## src/rtl/defines.sv

```systemverilog
// Shared register-file and writeback-source constants.
// Latency: n/a (compile-time constants only).
// Backpressure: n/a.
`ifndef DEFINES_SV
`define DEFINES_SV

`define PREG_LENGTH 6
`define PREG_RANGE  `PREG_LENGTH-1:0

`define WB_NSRC     3
`define WB_SRC_ALU  0
`define WB_SRC_MUL  1
`define WB_SRC_LSU  2

`endif

```

## src/rtl/wb_arbiter_pkg.sv

```systemverilog
// Types and helpers shared by the writeback arbiter and its source FIFOs.
// Latency: n/a (declarations only).
// Backpressure: n/a.
`include "defines.sv"

package wb_arbiter_pkg;

    localparam int PREG_W     = `PREG_LENGTH;
    localparam int WB_NSRC    = `WB_NSRC;
    localparam int WB_SRC_ALU = `WB_SRC_ALU;
    localparam int WB_SRC_MUL = `WB_SRC_MUL;
    localparam int WB_SRC_LSU = `WB_SRC_LSU;

    // One buffered writeback result.
    typedef struct packed {
        logic [PREG_W-1:0] pdst;
        logic [63:0]       data;
    } wb_entry_t;

    // (base + offset) mod 3 over the three source indices.
    function automatic logic [1:0] src_add(input logic [1:0] base, input int unsigned offset);
        int unsigned sum;
        sum = (int'(base) + offset) % 3;
        return sum[1:0];
    endfunction

endpackage

```

## src/rtl/wb_skid_fifo.sv

```systemverilog
// Two-entry result FIFO for one writeback source; head is always entry 0.
// Latency: a push is visible at the head the cycle after the edge that accepts it.
// Backpressure: ready = count < DEPTH, independent of a same-cycle pop.
// Ports: clock/reset_n, clear (sync, dominates push/pop), push + push_entry,
//        pop (caller guarantees head_valid), head_valid + head_entry, ready.
module wb_skid_fifo
    import wb_arbiter_pkg::*;
#(
    parameter int DEPTH = 2
)
(
    input  logic      clock,
    input  logic      reset_n,
    input  logic      clear,
    input  logic      push,
    input  wb_entry_t push_entry,
    input  logic      pop,
    output logic      head_valid,
    output wb_entry_t head_entry,
    output logic      ready
);

    localparam logic [1:0] DEPTH_C = 2'(DEPTH);

    logic [1:0] count;
    wb_entry_t  ent0;
    wb_entry_t  ent1;

    always_ff @(posedge clock or negedge reset_n) begin
        if (!reset_n) begin
            count <= 2'd0;
            ent0  <= '0;
            ent1  <= '0;
        end else if (clear) begin
            count <= 2'd0;
        end else begin
            unique case ({push, pop})
                2'b10: begin
                    if (count == 2'd0) ent0 <= push_entry;
                    else               ent1 <= push_entry;
                    count <= count + 2'd1;
                end
                2'b01: begin
                    ent0  <= ent1;
                    count <= count - 2'd1;
                end
                2'b11: begin
                    // Count unchanged; the new entry lands behind whatever remains.
                    if (count == 2'd1) begin
                        ent0 <= push_entry;
                    end else begin
                        ent0 <= ent1;
                        ent1 <= push_entry;
                    end
                end
                default: ;
            endcase
        end
    end

    assign head_valid = (count != 2'd0);
    assign head_entry = ent0;
    assign ready      = (count < DEPTH_C);

endmodule

```

## src/rtl/wb_arbiter.sv

```systemverilog
// Writeback arbiter: buffers ALU/MUL/LSU results and grants up to two per cycle
// round-robin onto the register-file write ports. Latency: 2 cycles valid->write.
// Backpressure: src_ready drops when a source FIFO holds 2 entries or on flush.
// Ports: clock, reset_n (async, active-low), flush, src_valid/src_ready/src_pdst/
//        src_data per source, write{0,1}_{en,idx,data} registered outputs.
// Optional: WB_ARB_PERF_EN adds perf_conflict_cnt and perf_stall_cnt.
module wb_arbiter
    import wb_arbiter_pkg::*;
#(
    parameter int NSRC       = WB_NSRC,
    parameter int FIFO_DEPTH = 2
)
(
    input  logic                          clock,
    input  logic                          reset_n,
    input  logic                          flush,
    input  logic [NSRC-1:0]               src_valid,
    output logic [NSRC-1:0]               src_ready,
    input  logic [NSRC-1:0][`PREG_RANGE]  src_pdst,
    input  logic [NSRC-1:0][63:0]         src_data,
    output logic                          write0_en,
    output logic [`PREG_RANGE]            write0_idx,
    output logic [63:0]                   write0_data,
    output logic                          write1_en,
    output logic [`PREG_RANGE]            write1_idx,
    output logic [63:0]                   write1_data
`ifdef WB_ARB_PERF_EN
    ,
    output logic [31:0]                   perf_conflict_cnt,
    output logic [31:0]                   perf_stall_cnt
`endif
);

    logic [NSRC-1:0]       fifo_rdy;
    logic [NSRC-1:0]       push;
    logic [NSRC-1:0]       grant;
    logic [NSRC-1:0]       head_vld;
    wb_entry_t [NSRC-1:0]  head;

    logic [1:0] rr_ptr;
    logic [1:0] rr_next;
    logic       g0_vld;
    logic       g1_vld;
    logic [1:0] g0_src;
    logic [1:0] g1_src;

    assign src_ready = fifo_rdy & ~{NSRC{flush}};

    for (genvar s = 0; s < NSRC; s++) begin : g_src
        wb_entry_t entry_in;

        assign entry_in.pdst = src_pdst[s];
        assign entry_in.data = src_data[s];
        // pdst 0 completes the handshake but is dropped on the floor.
        assign push[s] = src_valid[s] && src_ready[s] && (src_pdst[s] != '0);

        wb_skid_fifo #(
            .DEPTH      (FIFO_DEPTH)
        ) u_fifo (
            .clock      (clock),
            .reset_n    (reset_n),
            .clear      (flush),
            .push       (push[s]),
            .push_entry (entry_in),
            .pop        (grant[s]),
            .head_valid (head_vld[s]),
            .head_entry (head[s]),
            .ready      (fifo_rdy[s])
        );
    end

    // Scan from rr_ptr; first eligible head -> port 0, second -> port 1.
    always_comb begin
        logic [1:0] idx;
        grant  = '0;
        g0_vld = 1'b0;
        g1_vld = 1'b0;
        g0_src = 2'd0;
        g1_src = 2'd0;
        idx    = 2'd0;
        if (!flush) begin
            for (int i = 0; i < NSRC; i++) begin
                idx = src_add(rr_ptr, i);
                if (head_vld[idx]) begin
                    if (!g0_vld) begin
                        g0_vld     = 1'b1;
                        g0_src     = idx;
                        grant[idx] = 1'b1;
                    end else if (!g1_vld) begin
                        g1_vld     = 1'b1;
                        g1_src     = idx;
                        grant[idx] = 1'b1;
                    end
                end
            end
        end
        if (g1_vld)      rr_next = src_add(g1_src, 1);
        else if (g0_vld) rr_next = src_add(g0_src, 1);
        else             rr_next = rr_ptr;
    end

    always_ff @(posedge clock or negedge reset_n) begin
        if (!reset_n) begin
            rr_ptr      <= 2'd0;
            write0_en   <= 1'b0;
            write0_idx  <= '0;
            write0_data <= '0;
            write1_en   <= 1'b0;
            write1_idx  <= '0;
            write1_data <= '0;
        end else begin
            rr_ptr    <= rr_next;
            write0_en <= g0_vld;
            write1_en <= g1_vld;
            // Idle ports keep their last idx/data.
            if (g0_vld) begin
                write0_idx  <= head[g0_src].pdst;
                write0_data <= head[g0_src].data;
            end
            if (g1_vld) begin
                write1_idx  <= head[g1_src].pdst;
                write1_data <= head[g1_src].data;
            end
        end
    end

`ifdef WB_ARB_PERF_EN
    always_ff @(posedge clock or negedge reset_n) begin
        if (!reset_n) begin
            perf_conflict_cnt <= '0;
            perf_stall_cnt    <= '0;
        end else begin
            perf_conflict_cnt <= perf_conflict_cnt + {31'd0, &head_vld};
            perf_stall_cnt    <= perf_stall_cnt + {31'd0, |(src_valid & ~src_ready)};
        end
    end
`endif

endmodule
```

## config.mk

```make
export PLATFORM = sky130hd
export DESIGN_NAME = wb_arbiter
export DESIGN_NICKNAME = d
export VERILOG_FILES = /design/src/rtl/wb_arbiter_pkg.sv /design/src/rtl/wb_skid_fifo.sv /design/src/rtl/wb_arbiter.sv
export VERILOG_INCLUDE_DIRS = /design/src /design/src/rtl
export SDC_FILE = /design/constraint.sdc
export NUM_CORES = 1
export LEC_CHECK = 0
export ABC_CLOCK_PERIOD_IN_PS = 3000
export CORE_AREA = 2 2 232 463
export DETAILED_ROUTE_END_ITERATION = 12
export DIE_AREA = 0 0 234 465
export MAX_ROUTING_LAYER = met4
export PLACE_DENSITY = 0.46
export SLEW_MARGIN = 20
export SYNTH_ARGS = -nofsm -noshare
export SYNTH_HDL_FRONTEND = slang
export SYNTH_SLANG_ARGS = --single-unit
```

## constraint.sdc

```tcl
create_clock -name clock -period 3 [get_ports clock]
set_clock_uncertainty 0.1 [all_clocks]
set_input_delay 0.3 -clock clock [delete_from_list [all_inputs] [get_ports clock]]
set_output_delay 0.3 -clock clock [all_outputs]
set_load 0.05 [all_outputs]
```

==> results.yml, run 1 <==
status:
  status: "finished, final reports clean"
clock_tree:
  cts_root_buf: "clkbuf_16"
  cts_tree: "yes"
  cts_sinks: 570
  worst_skew_pair.late_latency_ns: 0.64
  clock_path_buffers: 3
  cts_buffers: 61
  htree_levels: 2
  path_clk_slew_ns: 0.06
power_and_ir_drop:
  power_density_nw_per_um2: 1290
  combinationalPowerShare: 0.495
  switching_share: 0.433
  power_mw: 44.1
  clkPwrFrac: 0.177
  irDropWorstVdd_v: 0.000744
  p_int_mw: 25.0
  p_sw_mw: 19.1
  total_leakage_power_nw: 15.9
  p_seq_frac: 0.327
timing:
  worst_slack_ns: 0.210
  hold_viol_final: 0
  hold_ws_ns: 0.125
  fmax_mhz: 358
  fin_setup_tns_ns: 0
  rsz0062_at_grt: "no"
  min_period_ns: 2.79
  slew_viol_final: 0
  relSlewSlack: 0.511
  setup_violations: 0
  period_share: 0.930
  tightest_slew_ns: 0.734
logic_synthesis:
  ys_types: 59
  async_flop_share: 1.00
  ys.warnings.count: 0
  synth_nets: 2617
  synth_edf_count: 0
  synth_flop_cell: "dfrtp_1"
  syn_area_um2: 26100
  synth_seq_cells: 570
  ys_seq_area_frac: 0.546
  synthCells: 2390
  synth_area_per_cell_um2: 10.9
routing:
  drc_errors: 0
  drt-pass1-iter-count: 5
  post_drt_wl_per_cell_um: 21.6
  via_count: 20000
  drtIter0Drc: 1469
  viasPerCell: 4.79
  antenna_left: 0
  wl_um: 90300
floorplan:
  initial_core_util: 0.248
  die_w_um: 234
  row_count: 169
  coreArea_um2: 106000
  die-area_um2: 109000
  io_pins: 361
  dieHeight_um: 465
critical_path:
  startpoint_type: "register"
  crit_fanout: 24
  end_kind: "register"
  reg2reg_depth: 11
  critPathArrivalTime_ns: 3.21
  crit_start: "rr_ptr[1]"
  r2r_start: "rr_ptr[1]"
  critPathKind: "register to register"
  required_ns: 3.42
  reg2reg_to: "write1_idx[5]"
  rrSetupSlack_ns: 0.21
  worstSetupEndpoint: "write1_idx[5]"
global_routing:
  grt_pass1_vias: 20300
  gr-total-overflow: 0
  grt_usage: 0.168
  antenna_found_initial: 26
  grt_max_degree: 100
  grt_pass1_wl_um: 135000
finish:
  mostFrequentLayoutCells: "dfrtp_1 (570), clkdlybuf4s50_1 (356), nand2_1 (294)"
  final_layout_size_suffix_gt1_frac: 0.140
  fin_util: 0.325
  nNetsFinal: 2964
  syn_to_final_growth_pct: 31.1
  layout_commonest_cell: "dfrtp_1"
worst_hold_path:
  hp-class: "primary input to register"
placed_design:
  gp_congestion: 0.789
  dpl.hpwl_um: 59700
  preCtsSetupSlack_ns: 0.0496
  portBuffers: 360
flow_run:
  timing.max_cap.violations: 0
-- stage by stage --
step           area, um^2  cells
4_1_cts             34100   4155
2_1_floorplan       26100   2390
5_1_grt             34200   4183
3_5_place_dp        32000   4039
3_3_place_gp        32000   4039
6_report            34300   4185
-- critical path, cell delays in order (launching register included) --
cell and delay (ns):
dfrtp_1 0.44, ha_4 0.34, buf_4 0.19, nor3b_1 0.19, a21oi_1 0.06, o32a_1 0.21, a2111oi_4 0.31, buf_4 0.21
buf_4 0.18, buf_12 0.18, a22oi_1 0.12, o31ai_1 0.10
-- logic make-up after synthesis --
family / synth area share
flops: 0.546
simple gates: 0.0835
compound gates: 0.147
mux: 0.154
buf+inv: 0.0611
fa+ha+maj: 0.00565
xor+xnor: 0.00268
-- timing repair --
| item | in CTS | in global routing |
|---|---|---|
| setup endpoints to repair | 0 | 438 |
| setup buffers | 0 | 1 |
| gates resized for setup | 0 | 17 |
| hold endpoints to repair | 206 | 0 |
| hold buffers | 1 | 0 |
-- routing by layer --
metal / vias to the layer above / wire length (um) / global-route usage / share of wire
met5: - / 0 / - / 0
li1: 9168 / - / - / -
met3: 87 / 8840 / 0.0550 / 0.098
met4: 0 / 1230 / 0.0312 / 0.014
met2: 751 / 37200 / 0.233 / 0.41
met1: 10000 / 43100 / 0.240 / 0.48
-- layout make-up --
type / count / area [um^2]
Tap cell: 1368 / 1710
Multi-Input combinational cell: 1481 / 10500
Clock buffer: 96 / 1860
Clock inverter: 19 / 213
Sequential cell: 570 / 14300
Fill cell: 10600 / 71300
Timing Repair Buffer: 472 / 5110
Inverter: 151 / 567
Antenna cell: 28 / 70.1
-- power groups by stage --
stage	clock network [mW]	registers (mW)	logic, mW
6_report	7.83	14.4	21.9
5_1_grt	8.34	14.9	23.7
4_1_cts	8.05	14.4	21.9
3_5_place_dp	0	14.5	21.8
3_3_place_gp	0	14.5	21.6
2_1_floorplan	0	17.0	11.1
-- registers in the layout, summed over array words and instances, names as in the netlist --
signal and count:
g_src.u_fifo.ent1 210, g_src.u_fifo.head_entry 210, write0_data 64, write1_data 64, g_src.u_fifo.count 6, write0_idx 6
write1_idx 6, rr_ptr 2, write0_en 1, write1_en 1
-- synthesized netlist by cell type, drive strengths merged (2+ instances only) --
cell	number	area share
o21ai	79	0.015
a21oi	20	0.0043
nand3	5	0.00096
a21boi	2	0.00057
mux2i	213	0.082
o311a	2	0.00077
xnor2	8	0.0027
nor3b	3	0.00086
dfrtp	570	0.55
o21bai	3	0.00086
a2111oi	2	0.0014
or4	2	0.00057
buf	115	0.029
clkbuf	73	0.010
nor2	224	0.032
nor2b	6	0.0014
nand2	297	0.043
a31oi	142	0.034
a221oi	71	0.024
and2	2	0.00048
mux2	145	0.073
o31ai	72	0.021
ha	11	0.0053
o22ai	2	0.00048
a22oi	140	0.040
nand2b	4	0.0011
o211ai	3	0.0011
nor3	7	0.0015
inv	151	0.022
-- worst min-delay path by stage --
stage / from / end / cells after the start
final: src_data[35] / g_src[0].u_fifo.ent1[35] / 3
after global routing: src_data[36] / g_src[0].u_fifo.head_entry[36] / 3
after CTS: src_data[35] / g_src[0].u_fifo.ent1[35] / 3
after detailed placement: reset_n / g_src[2].u_fifo.ent1[0] / 1
after global placement: reset_n / g_src[2].u_fifo.ent1[0] / 1
after floorplan: reset_n / g_src[0].u_fifo.count[0] / 0
(Power assumes the default switching activity.)
==> inputs of run 2 (changes only) <==
--- a/config.mk
+++ b/config.mk
@@ -7,6 +7,7 @@
 export NUM_CORES = 1
 export LEC_CHECK = 0
 export ABC_CLOCK_PERIOD_IN_PS = 3000
+export CAP_MARGIN = 0
 export CORE_AREA = 2 2 232 463
 export DETAILED_ROUTE_END_ITERATION = 12
 export DIE_AREA = 0 0 234 465
==> results of run 2 <==
The final DEF is identical to that of run 1; final timing and power are the same.
